--- src/rtl/hazard_forward_unit.sv ---
// Load-use / branch hazard detection and EX operand-forward select generation.
// Tracks a registered shadow of destination/source usage for the EX, MEM and WB stages.
module hazard_forward_unit (
    input  logic        Clk,
    input  logic        Reset,
    input  logic [4:0]  Rs_ID,
    input  logic [4:0]  Rt_ID,
    input  logic [4:0]  Write_Reg_ID,
    input  logic        RegWrite_ID,
    input  logic        MemRead_ID,
    input  logic        Branch_ID,
    input  logic        Flush_ID,
    output logic [1:0]  ForwardA_EX,
    output logic [1:0]  ForwardB_EX,
    output logic        Stall_ID,
    output logic        Bubble_EX,
    output logic [15:0] Stall_Count
);

    typedef struct packed {
        logic [4:0] rs;
        logic [4:0] rt;
        logic [4:0] dst;
        logic       reg_write;
        logic       mem_read;
    } ex_shadow_t;

    typedef struct packed {
        logic [4:0] dst;
        logic       reg_write;
        logic       mem_read;
    } mem_shadow_t;

    typedef struct packed {
        logic [4:0] dst;
        logic       reg_write;
    } wb_shadow_t;

    localparam logic [1:0] FWD_ID_EX = 2'b00;
    localparam logic [1:0] FWD_WB    = 2'b01;
    localparam logic [1:0] FWD_MEM   = 2'b10;

    ex_shadow_t  ex_q;
    mem_shadow_t mem_q;
    wb_shadow_t  wb_q;

    logic use_rs;
    logic use_rt;
    logic ex_hit;
    logic mem_hit;
    logic load_use;
    logic branch_on_ex;
    logic branch_on_mem_load;

    // Register 0 is hardwired, so a zero source never creates a dependency.
    assign use_rs  = (Rs_ID != 5'd0);
    assign use_rt  = (Rt_ID != 5'd0);
    assign ex_hit  = (use_rs && (ex_q.dst == Rs_ID)) || (use_rt && (ex_q.dst == Rt_ID));
    assign mem_hit = (use_rs && (mem_q.dst == Rs_ID)) || (use_rt && (mem_q.dst == Rt_ID));

    assign load_use           = ex_q.mem_read && ex_q.reg_write && ex_hit;
    assign branch_on_ex       = Branch_ID && ex_q.reg_write && ex_hit;
    assign branch_on_mem_load = Branch_ID && mem_q.mem_read && mem_q.reg_write && mem_hit;

    assign Stall_ID  = (load_use || branch_on_ex || branch_on_mem_load) && !Flush_ID;
    assign Bubble_EX = Stall_ID || Flush_ID;

    // A load in MEM has no data yet, so it falls through to the WB check.
    function automatic logic [1:0] forward_select(input logic [4:0]  src,
                                                  input mem_shadow_t mem,
                                                  input wb_shadow_t  wb);
        if ((src != 5'd0) && mem.reg_write && !mem.mem_read && (mem.dst == src))
            return FWD_MEM;
        else if ((src != 5'd0) && wb.reg_write && (wb.dst == src))
            return FWD_WB;
        else
            return FWD_ID_EX;
    endfunction

    assign ForwardA_EX = forward_select(ex_q.rs, mem_q, wb_q);
    assign ForwardB_EX = forward_select(ex_q.rt, mem_q, wb_q);

    // NOTE: non-blocking assignments let every stage read its predecessor's old value on the same edge.
    always_ff @(posedge Clk) begin
        if (Reset) begin
            ex_q        <= '0;
            mem_q       <= '0;
            wb_q        <= '0;
            Stall_Count <= 16'd0;
        end else begin
            wb_q.dst        <= mem_q.dst;
            wb_q.reg_write  <= mem_q.reg_write;
            mem_q.dst       <= ex_q.dst;
            mem_q.reg_write <= ex_q.reg_write;
            mem_q.mem_read  <= ex_q.mem_read;
            if (Bubble_EX) begin
                ex_q <= '0;
            end else begin
                ex_q.rs        <= Rs_ID;
                ex_q.rt        <= Rt_ID;
                ex_q.dst       <= Write_Reg_ID;
                ex_q.reg_write <= RegWrite_ID;
                ex_q.mem_read  <= MemRead_ID;
            end
            if (Stall_ID && (Stall_Count != 16'hFFFF))
                Stall_Count <= Stall_Count + 16'd1;
        end
    end

endmodule

--- config.mk ---
export PLATFORM = sky130hd
export DESIGN_NAME = hazard_forward_unit
export DESIGN_NICKNAME = d
export VERILOG_FILES = /design/src/rtl/hazard_forward_unit.sv
export SDC_FILE = /design/constraint.sdc
export NUM_CORES = 1
export LEC_CHECK = 0
export ABC_CLOCK_PERIOD_IN_PS = 2600
export CORE_UTILIZATION = 51
export CTS_CLUSTER_SIZE = 28
export DETAILED_ROUTE_END_ITERATION = 12
export PLACE_DENSITY = 0.79
export SYNTH_ARGS = -nofsm -noshare
export SYNTH_HDL_FRONTEND = slang
export SYNTH_SLANG_ARGS = --single-unit
--- constraint.sdc ---
create_clock -name Clk -period 2.6 [get_ports Clk]
set_input_delay 0.26 -clock Clk [delete_from_list [all_inputs] [get_ports Clk]]
set_output_delay 0.26 -clock Clk [all_outputs]
set_load 0.05 [all_outputs]
After elaboration in Yosys (flattened, before gate mapping)
Cells that the tools add are included.
{"block": "word_totals", "output_inout_bits": 22, "wordCells": 60, "input_bits": 21, "regBits": 46}
{"block": "op_classes", "addsub": 1, "eq_ne": 9, "reduce_logical": 35, "n_mux": 4}
{"cell": "$eq 5x5->1", "n": 8}
{"cell": "$logic_and 1x1->1", "n": 23}
{"cell": "$reduce_bool 5->1", "n": 4}
{"cell": "$add 16x1->16 const B", "n": 1}
{"cell": "$ne 16x16->1 const B", "n": 1}
{"cell": "$logic_or 1x1->1", "n": 5}
{"cell": "$mux 2", "n": 2}
{"cell": "$logic_not 1->1", "n": 2}
{"cell": "$mux 1", "n": 2}
{"cell": "$reduce_or 2->1", "n": 1}

Longest topological paths before layout
Gate-level depths: netlist (run 1).
{"block": "depth", "word_depth": 9, "depth_mapped": 10, "depth_no_buf": 7}

Worst setup path before layout (run 1)
Ideal clock, no wire load.
{"block": "synth_timing", "path_kind": "register to output", "start": "register mem_q[3] (netlist bit)", "end": "output ForwardB_EX[0]", "n_path_buf": 1, "arrival_ns": 2.985, "stages_incl_launch_ff": 6, "required_time_ns": 2.340, "slack_ns": -0.645, "cell_sequence": "dfxtp_1 > clkbuf_1 > xnor2_1 > nand4_1 > nor4_1 > nor4_1"}
{"block": "synth_between", "elab_chain_len": 3}
{"element": "from (decl)", "line": "44", "text": "mem_shadow_t mem_q;"}
{"element": "$eq 5x5->1", "line": "72", "text": "if ((src != 5'd0) && mem.reg_write && !mem.mem_read && (mem.dst == src))"}
{"element": "$logic_and 1x1->1", "line": "72"}
{"element": "$mux 2", "line": "72"}
{"element": "to (decl)", "line": "14", "text": "output logic [1:0] ForwardB_EX,"}
Every way passes these cells.

Worst setup path after layout (run 1)
{"block": "layout_timing", "start": "input Rt_ID[2]", "end": "output Bubble_EX"}
{"block": "layout_between", "elab_chain_len": 8, "word_cells_on_any_way": 14, "cone_classes": "2 x eq/ne; 12 x reduce/logical"}
{"element": "from (decl)", "line": "7", "text": "input logic [4:0] Rt_ID,"}
{"element": "$eq 5x5->1 / $reduce_bool 5->1 (equally long branches)", "line": "58, 57"}
{"element": "$logic_and 1x1->1", "line": "58", "text": "assign ex_hit = (use_rs && (ex_q.dst == Rs_ID)) || (use_rt && (ex_q.dst == Rt_ID));"}
{"element": "$logic_or 1x1->1", "line": "58"}
{"element": "$logic_and 1x1->1, on equally long branches", "line": "61, 62"}
{"element": "$logic_or 1x1->1", "line": "65", "text": "assign Stall_ID = (load_use || branch_on_ex || branch_on_mem_load) && !Flush_ID;"}
{"element": "$logic_or 1x1->1 *", "line": "65"}
{"element": "$logic_and 1x1->1 *", "line": "65"}
{"element": "$logic_or 1x1->1 *", "line": "66", "text": "assign Bubble_EX = Stall_ID || Flush_ID;"}
{"element": "to (decl)", "line": "16", "text": "output logic Bubble_EX,"}
Mark *: on every way between the ends. The rest lies on a longest branch, timed or not.

==> out/metrics.yaml, run 1 <==
grt:
  antenna_found_initial: 0
  grt-ovfl-total: 0
  grt_pass1_vias: 1606
  grt_pass1_wl_mm: 7.03
  grt_max_degree: 27
  grtUsageTotal: 0.210
logic_synthesis:
  syn_area_um2: 2220
  async_flop_share: 0
  synth_top_area_cell: "dfxtp_1"
  synth.most_common_cell: "dfxtp_1"
  ys_warn_count: 0
  synth.avg_cell_area_um2: 9.22
  synthTopCellsByCount: "46 x dfxtp_1, 27 x xnor2_1, 18 x and2_1"
  yosys_most_used_dff: "dfxtp_1"
  syn_nets: 263
  synth.distinct_cells: 37
  synth_top_cell_area_share: 0.414
  synth_seq_cells: 46
  ys_seq_area_frac: 0.414
  synthCells: 241
  synthTopCellsByArea: "dfxtp_1 41%, xnor2_1 11%, xor2_1 5.9%"
  synth_edf_count: 0
setup_path:
  cp_max_fo: 4
  worst_setup_path_end_kind: "output port"
  reg2reg_depth: 6
  crit_family: "simple AND/OR/NAND/NOR gates"
  start_kind: "input port"
  cp_data_required_time_ns: 2.34
  crit_type: "in -> out"
  slowest_delay_ns: 0.55
  r2r-end: "Stall_Count[4]"
  rr_startpoint: "mem_q[4]"
  path_buf_inv: 2
  slowest_stage: "or4_1"
  r2r_setup_slack_ns: 0.51
  arrival_ns: 2.24
  crit_chain: "clkdlybuf4s50_1 > or4_1 > nor2_2 > nor4_2 > nor2_1 > o22ai_1 > or2_2 > buf_4"
cells_and_area:
  fillers: 331
  multiInputGateArea_um2: 1240
  layout-drive-gt1-share: 0.110
  postLayoutCellArea_um2: 2780
  seqCellArea_um2: 921
  nets: 304
  fin_util: 0.681
  area_growth_pct: 25.3
  num_antenna_cells: 0
clock_network:
  cts_max_level: 2
  clock_sinks: 46
  clk_path_buf_depth: 2
  clk_pin_slew_worst_paths_ns: 0.08
  root_buffer: "clkbuf_8"
  cts_setup_buffers: 0
  hold_buffers: 0
  cts_resized: 0
  cts_made_buffers: 5
  cts_tree: "yes"
  clock_latency_ns: 0.30
timing:
  rsz0062_at_grt: "no"
  min_period_ns: 2.50
  timing.slew.headroom: 0.651
  finalSetupTns_ns: 0
  setup_violations: 0
  tightest_slew_ns: 0.522
  layout_worst_path_cycle_share: 0.960
  hold_viol_final: 0
  setup_slack_ns: 0.105
  final_max_slew_viol_count: 0
  max_freq_ghz: 0.401
  whs_ns: 0.467
  finClkSkew_ns: 0.00808
detailed_routing:
  post_drt_via_cell_ratio: 5.26
  maxUsedRoutingLayer: "met4"
  first_pass_iters: 4
  met3WireLength_um: 133
  totalWireLength_mm: 4.45
  wl_met1_mm: 2.04
  route.vias.total: 1752
  drc: 0
  wl_per_cell_um: 13.4
  wl_met2_mm: 2.17
  initialDrtViolationCount: 45
  ant_nets: 0
floorplan:
  dieArea_um2: 4630
  initial_utilization: 0.544
  die_h_um: 68.0
  coreArea_um2: 4090
  num_rows: 23
  num_io_pins: 43
  die_x_um: 68.0
place:
  pre_cts_ws_ns: 0.0780
  place.gp.congestion: 0.789
  place_area_um2: 2670
  hpwlAfterDp_mm: 3.38
  portBuffers: 42
pwr:
  peakVddDrop_mv: 0.424
  p_per_area_nw_per_um2: 488
  cellLeakagePower_uw: 0.00100
flow_run:
  drv_cap: 0
run_status:
  outcome: "complete, no violations"
hold_path:
  whs_path_depth: 1
  hold_start: "ex_q[0]"
  hold_end: "mem_q[0]"
  hold_class: "reg -> reg"
cell type report:
type	count	area share
repair buffers	46	0.158
well taps	50	0.0225
multi-input cells	181	0.446
flip-flops and latches	46	0.331
inverters	2	0.00270
clock buffers	8	0.0396
flip-flops by register name (all words and copies together), names as in the netlist:
register,flops
mem_q,7
ex_q,17
Stall_Count,16
wb_q,6
routing by layer:
metal,track usage,vias to the layer above
li1,-,904
met1,0.247,802
met2,0.354,36
met3,0.0400,10
met4,0.117,0
met5,0,-
where the power goes:
part	leakage (uW)	switching (uW)	internal, uW
logic	0.000571	61.2	73.4
clock network	0.0000575	219	268
registers	0.000374	17.4	719
total	0.00100	298	1060
worst max-delay path by stage:
stage                        start             end  slack [ns]  cells past startpoint
after CTS                 Rt_ID[2]       Bubble_EX        0.08                      8
after global routing      Rt_ID[2]       Bubble_EX       0.007                      8
after floorplan            ex_q[8]  ForwardB_EX[0]        0.17                      4
after global placement    Rt_ID[2]       Bubble_EX        0.13                      8
after detailed placement  Rt_ID[2]       Bubble_EX        0.08                      8
final                     Rt_ID[2]       Bubble_EX        0.10                      8
placed cells by master (no fill, tap or decap), drive strengths merged, types with 2 or more instances in the layout:
cell	count
xnor2	27
or4	5
inv	2
nand3	11
clkbuf	8
nor3	4
a21oi	12
and3	3
dfxtp	46
and2	19
nor4	6
xor2	15
buf	8
nor2b	17
and4	4
or3	10
nor2	12
clkdlybuf4s50	38
o21ai	14
nand4	7
nand2	7
per-stage QoR:
stage	total power [uW]	std cells
floorplan	828	241
global placement	886	325
detailed placement	888	325
CTS	1370	333
global route	1420	333
finish	1360	333
kinds of logic after synthesis:
group,share of synthesized area
AND/OR/NAND/NOR,0.292
adder cells (fa/ha/maj),0.00563
flip-flops,0.414
XOR/XNOR,0.166
buffers and inverters,0.0377
AO/OA/AOI/OAI,0.0749
multiplexers,0.00957
worst register-to-register path: cells and delay by family (launching register included):
kind | cells | cell delay (ns)
xor gates and xnor gates | 1 | 0.15
DFF | 1 | 0.52
AOI/OAI and AO/OA | 2 | 0.43
and+or+nand+nor | 3 | 0.93
Power figures use the tool's default switching activity.
==> inputs of run 2 (changes only) <==
--- a/config.mk
+++ b/config.mk
@@ -6,10 +6,10 @@
 export NUM_CORES = 1
 export LEC_CHECK = 0
 export ABC_CLOCK_PERIOD_IN_PS = 2600
-export CORE_UTILIZATION = 51
+export CORE_UTILIZATION = 48
 export CTS_CLUSTER_SIZE = 28
 export DETAILED_ROUTE_END_ITERATION = 12
-export PLACE_DENSITY = 0.79
+export PLACE_DENSITY = 0.75
 export SYNTH_ARGS = -nofsm -noshare
 export SYNTH_HDL_FRONTEND = slang
 export SYNTH_SLANG_ARGS = --single-unit
==> run 2 against run 1 <==
  * Routed wire length decreased by 0.22%
  * Clock-buffer cell count unchanged
  * Maximum frequency grew 0.67%
  * Register-to-register slack hardly changed
  * Clock power hardly changed
  * Global-route usage is 1.8 points lower
  * Hold slack got worse by 0.13 ns
  * Largest cell class unchanged
  * Core utilization shrank 4.9 points
  * Final cell count rose by 0.30%
  * Via count is 0.11% lower
  * Flip-flop and latch count unchanged
  * Setup slack gained 0.017 ns
==> out/metrics.yaml, run 2 (synthesis gave the netlist of run 1 again) <==
run_status:
  outcome: "complete, no violations"
timing:
  min_period_ns: 2.48  # -0.0167 ns
  setup_slack_ns: 0.121  # +0.0167 ns
  rsz0062_at_grt: "no"
  tightest_slew_ns: 0.530  # +0.00790 ns
  finClkSkew_ns: 0.00393  # -0.00414 ns
  layout_worst_path_cycle_share: 0.953  # -0.00641
  finalSetupTns_ns: 0  # unchanged
  setup_violations: 0  # unchanged
  timing.slew.headroom: 0.646  # -0.00528
  whs_ns: 0.333  # -0.133 ns
  max_freq_ghz: 0.403  # +0.67%
  hold_viol_final: 0  # unchanged
  final_max_slew_viol_count: 0  # unchanged
clock_network:
  cts_made_buffers: 5  # unchanged
  clk_path_buf_depth: 2  # unchanged
  clock_sinks: 46  # unchanged
  clock_latency_ns: 0.29  # about the same
  cts_max_level: 2  # unchanged
  hold_buffers: 0  # unchanged
  cts_tree: "yes"
  root_buffer: "clkbuf_8"
  clk_pin_slew_worst_paths_ns: 0.08  # about the same
detailed_routing:
  post_drt_via_cell_ratio: 5.24  # -0.41%
  totalWireLength_mm: 4.44  # -0.22%
  wl_per_cell_um: 13.3  # -0.52%
  ant_nets: 0  # unchanged
  drc: 0  # unchanged
  route.vias.total: 1750  # -0.11%
  first_pass_iters: 4  # unchanged
  initialDrtViolationCount: 63  # +40%
cells_and_area:
  layout_common_cells: "46 x dfxtp_1, 37 x clkdlybuf4s50_1, 27 x xnor2_1"
  area_growth_pct: 25.6
  multiInputGateArea_um2: 1250  # +0.71%
  finalNonFillerCells: 334  # +0.30%
  final_common_cell: "dfxtp_1"
  fillers: 398  # +20%
  layout-drive-gt1-share: 0.110  # +0.000388
  num_antenna_cells: 0  # unchanged
  nets: 303  # -0.33%
  reg_top3: "ex_q x17, Stall_Count x16, mem_q x7"
  postLayoutCellArea_um2: 2790  # +0.22%
  seqCellArea_um2: 921  # unchanged
  largest_reg_flops: 17  # unchanged
  regMostFlops: "ex_q"
grt:
  grt_max_degree: 27  # unchanged
  grtUsageTotal: 0.192  # -0.0180
  grt-ovfl-total: 0  # unchanged
  antenna_found_initial: 0  # unchanged
  grt_pass1_vias: 1718  # +7.0%
  grt_pass1_wl_mm: 7.46  # +6.1%
place:
  pre_cts_ws_ns: 0.0781  # +0.000119 ns
  place.gp.congestion: 0.765  # -3.0%
  portBuffers: 42  # unchanged
  dp_cells: 326  # +0.31%
  hpwlAfterDp_mm: 3.36  # -0.45%
  place_area_um2: 2670  # -0.19%
setup_path:
  cp_max_fo: 4  # unchanged
  start_kind: "input port"
  crit_family: "simple AND/OR/NAND/NOR gates"
  r2r-end: "Stall_Count[6]"
  crit_chain: "clkdlybuf4s50_1 > or4_4 > nor2_4 > nor4_2 > nor2_1 > o22ai_1 > or2_2 > buf_4"
  slowest_delay_ns: 0.56  # about the same
  reg2reg_depth: 7  # +1
  path_buf_inv: 2  # unchanged
  cp_data_required_time_ns: 2.34  # about the same
  r2r_setup_slack_ns: 0.50  # about the same
  rr_startpoint: "mem_q[6]"
  arrival_ns: 2.22  # -0.02 ns
  slowest_stage: "or4_4"
  crit_type: "in -> out"
  worst_setup_path_end_kind: "output port"
hold_path:
  whs_path_depth: 2  # +1
  hold_end: "ex_q[8]"
  hold_start: "Rt_ID[1]"
  hold_class: "in -> reg"
pwr:
  peakVddDrop_mv: 0.280  # -34%
  cellLeakagePower_uw: 0.00101  # +0.62%
  swShare: 0.218  # -0.000872
  share_comb_of_total_power: 0.098  # about the same
  p_per_area_nw_per_um2: 486  # -0.42%
  p_sw_uw: 296  # -0.59%
  seqPwrFrac: 0.544  # +0.002
  power_frac_clock: 0.359  # about the same
  intPower_uw: 1060  # about the same
floorplan:
  dieArea_um2: 4910  # +6.1%
  num_io_pins: 43  # unchanged
  die_h_um: 70.0  # +3.0%
  initial_utilization: 0.503  # -0.0404
  num_rows: 24  # +4.3%
  coreArea_um2: 4410  # +8.0%
  die_x_um: 70.0  # +3.0%
flow_run:
  drv_cap: 0  # unchanged
==> run 2: cell types whose count changed in the layout (fill, tap and decap cells not counted), sizes merged <==
cell	change
dlymetal6s2s	+1
clkdlybuf4s50	-1
buf	-1
==> run 2: through the flow <==
step | utilization | power, uW
4_1_cts | 0.630 | 1370
2_1_floorplan | - | 828
3_3_place_gp | 0.605 | 885
3_5_place_dp | 0.605 | 886
5_1_grt | 0.632 | 1410
6_report | 0.632 | 1360
==> run 2: worst register-to-register path, cell delays in order (launching register included) <==
cell and delay (ns):
dfxtp_1 0.50, xnor2_1 0.16, nand3_1 0.10, nor4_2 0.29, o21ai_2 0.14, a21o_4 0.30
or4_1 0.42, a21oi_1 0.14
==> run 2: metal layers <==
| layer | wire length, um | up-vias | track usage | share of wire |
|---|---|---|---|---|
| li1 | - | 900 | - | - |
| met1 | 1960 | 809 | 0.223 | 0.44 |
| met2 | 2260 | 34 | 0.338 | 0.51 |
| met3 | 142 | 7 | 0.0346 | 0.032 |
| met4 | 79 | 0 | 0.0933 | 0.018 |
| met5 | 0 | - | 0 | 0 |
==> run 2: cell type report <==
class                           instances  share of cell area
Multi-Input combinational cell        181               0.448
Sequential cell                        46               0.330
Timing Repair Buffer                   45               0.156
Clock buffer                            8              0.0395
Tap cell                               52              0.0233
Inverter                                2             0.00269
==> run 2: worst max path at each step <==
| stage | startpoint | to | slack, ns | cells past startpoint |
|---|---|---|---|---|
| after global placement | Rt_ID[1] | Bubble_EX | 0.12 | 8 |
| after CTS | Rt_ID[1] | Bubble_EX | 0.04 | 8 |
| after detailed placement | Rt_ID[1] | Bubble_EX | 0.08 | 8 |
| final | Rt_ID[2] | Bubble_EX | 0.12 | 8 |
| after floorplan | ex_q[8] | ForwardB_EX[0] | 0.17 | 4 |
| after global routing | mem_q[3] | ForwardB_EX[1] | 0.005 | 4 |
==> run 2: power groups by stage <==
stage	registers [uW]	clock network [uW]	logic, uW
floorplan	746	0	82.3
global placement	754	0	131
detailed placement	754	0	132
CTS	737	500	133
global route	739	525	146
finish	737	486	132
==> run 2: repair_timing <==
action	4_1_cts	5_1_grt
resized for setup	0	3
setup buffers	0	0
endpoints found under the setup margin	0	1
==> inputs of run 3 (changes only) <==
--- a/config.mk
+++ b/config.mk
@@ -6,10 +6,10 @@
 export NUM_CORES = 1
 export LEC_CHECK = 0
 export ABC_CLOCK_PERIOD_IN_PS = 2600
-export CORE_UTILIZATION = 48
+export CORE_UTILIZATION = 45
 export CTS_CLUSTER_SIZE = 28
 export DETAILED_ROUTE_END_ITERATION = 12
-export PLACE_DENSITY = 0.75
+export PLACE_DENSITY = 0.71
 export SYNTH_ARGS = -nofsm -noshare
 export SYNTH_HDL_FRONTEND = slang
 export SYNTH_SLANG_ARGS = --single-unit
==> run 3 against run 2 <==
  * Hold slack better by 0.0045 ns
  * Sequential power about the same
  * Design area down 0.58%
  * Maximum frequency down 0.84%
  * Flip-flop and latch count unchanged
  * Global-route usage down 0.91 points
  * Setup slack worse by 0.021 ns
  * Final cell count up 4.2%
  * Clock skew up 0.0032 ns
  * Total power down 3.7%
  * Clock power down 9.7%
  * Die area up 6.5%
  * Critical endpoint unchanged
  * Largest cell class unchanged
  * Largest power group unchanged
==> out/metrics.yaml, run 3 (synthesis gave the netlist of run 1 again) <==
run_status:
  outcome: "complete, no violations"
detailed_routing:
  route.vias.total: 1723  # -1.5%
  initialDrtViolationCount: 41  # -35%
  totalWireLength_mm: 4.48  # +0.92%
  first_pass_iters: 4  # unchanged
  wl_per_cell_um: 12.9  # -3.1%
  ant_nets: 0  # unchanged
  drc: 0  # unchanged
  post_drt_via_cell_ratio: 4.95  # -5.5%
setup_path:
  arrival_ns: 2.24  # +0.02 ns
  critPathLaunch: "Rt_ID[2]"
  worst_setup_path_end_kind: "output port"
  slowest_stage: "or4_1"
  path_depth: 8  # unchanged
  cp-endpoint: "Bubble_EX"
  r2r-end: "Stall_Count[6]"
  cp_max_fo: 4  # unchanged
  crit_family: "simple AND/OR/NAND/NOR gates"
  r2r_setup_slack_ns: 0.46  # -0.04 ns
  cp_data_required_time_ns: 2.34  # about the same
  path_buf_inv: 2  # unchanged
  reg2reg_depth: 7  # unchanged
  crit_type: "in -> out"
  rr_startpoint: "mem_q[6]"
  slowest_delay_ns: 0.54  # -0.02 ns
  crit_chain: "clkdlybuf4s50_1 > or4_1 > nor2_2 > nor4_2 > nor2_1 > o22ai_1 > or2_2 > buf_4"
  start_kind: "input port"
clock_network:
  cts_max_level: 2  # unchanged
  clk_path_buf_depth: 2  # unchanged
  cts_made_buffers: 5  # unchanged
  clk_pin_slew_worst_paths_ns: 0.07  # about the same
  cts_tree: "yes"
  clock_latency_ns: 0.29  # about the same
  clock_sinks: 46  # unchanged
  root_buffer: "clkbuf_8"
  cts_setup_buffers: 0  # unchanged
  hold_buffers: 0  # unchanged
  cts_resized: 0  # unchanged
timing:
  setup_slack_ns: 0.100  # -0.0210 ns
  min_period_ns: 2.50  # +0.0210 ns
  timing.slew.headroom: 0.627  # -0.0181
  tightest_slew_ns: 0.557  # +0.0270 ns
  max_freq_ghz: 0.400  # -0.84%
  finalSetupTns_ns: 0  # unchanged
  layout_worst_path_cycle_share: 0.961  # +0.00807
  hold_viol_final: 0  # unchanged
  finClkSkew_ns: 0.00712  # +0.00319 ns
  setup_violations: 0  # unchanged
  final_max_slew_viol_count: 0  # unchanged
  rsz0062_at_grt: "no"
  whs_ns: 0.338  # +0.00454 ns
grt:
  antenna_found_initial: 0  # unchanged
  grt-ovfl-total: 0  # unchanged
  grt_max_degree: 27  # unchanged
  grt_pass1_vias: 1633  # -4.9%
  grt_pass1_wl_mm: 7.35  # -1.5%
  grtUsageTotal: 0.183  # -0.00909
floorplan:
  initial_utilization: 0.470  # -0.0329
  coreArea_um2: 4720  # +7.0%
  num_rows: 25  # +4.2%
  num_io_pins: 43  # unchanged
  dieArea_um2: 5220  # +6.5%
  die_h_um: 72.3  # +3.2%
  die_x_um: 72.3  # +3.2%
cells_and_area:
  layout_common_cells: "46 x dfxtp_1, 37 x clkdlybuf4s50_1, 27 x xnor2_1"
  layout-drive-gt1-share: 0.0996  # -0.0103
  final_common_cell: "dfxtp_1"
  nets: 302  # -0.33%
  num_antenna_cells: 0  # unchanged
  reg_top3: "ex_q x17, Stall_Count x16, mem_q x7"
  area_growth_pct: 24.8
  postLayoutCellArea_um2: 2770  # -0.58%
  largest_reg_flops: 17  # unchanged
  regMostFlops: "ex_q"
hold_path:
  hold_class: "in -> reg"
pwr:
  peakVddDrop_mv: 0.326  # +17%
  cellLeakagePower_uw: 0.000993  # -1.6%
  finalPower_uw: 1310  # -3.7%
  p_per_area_nw_per_um2: 471  # -3.1%
place:
  portBuffers: 42  # unchanged
  pre_cts_ws_ns: 0.0649  # -0.0132 ns
  place.gp.congestion: 0.835  # +9.2%
  hpwlAfterDp_mm: 3.37  # +0.35%
  place_area_um2: 2680  # +0.42%
flow_run:
  drv_cap: 0  # unchanged
[run 3: worst register-to-register path: cells and delay by family (launching register included)]
family,cells,cell delay [ns]
xor+xnor,1,0.16
simple gates,3,0.82
compound gates,3,0.59
flops,1,0.50
[run 3: power breakdown]
part	leakage (uW)	internal [uW]	switching, uW
Combinational	0.000571	71.3	59.1
Sequential	0.000374	719	17.8
Clock	0.0000482	214	224
[run 3: metrics by stage]
step                cells   util
finish                348  0.587
global route          348  0.587
CTS                   348  0.587
detailed placement    340  0.567
global placement      340  0.567
floorplan             241      -
[run 3: area by class of cell]
class / instances / area [um^2]
Timing Repair Buffer: 44 / 428
Clock inverter: 1 / 5.00
Fill cell: 439 / 1950
Tap cell: 67 / 83.8
Inverter: 2 / 7.51
Clock buffer: 7 / 86.3
Sequential cell: 46 / 921
Multi-Input combinational cell: 181 / 1240
[run 3: worst min-delay path by stage]
stage	start	to	slack [ns]	depth (start not counted)
floorplan	MemRead_ID	ex_q[0]	0.38	1
global placement	ex_q[0]	mem_q[0]	0.44	1
detailed placement	ex_q[0]	mem_q[0]	0.45	1
CTS	ex_q[0]	mem_q[0]	0.47	1
global route	Rt_ID[1]	ex_q[8]	0.35	2
finish	Rt_ID[1]	ex_q[8]	0.34	2
[run 3: routing by layer]
layer,track usage,up-vias,routed length (um)
met5,0,-,0
met4,0.0632,0,41
met3,0.0500,4,167
met2,0.318,29,2210
met1,0.216,795,2060
li1,-,895,-
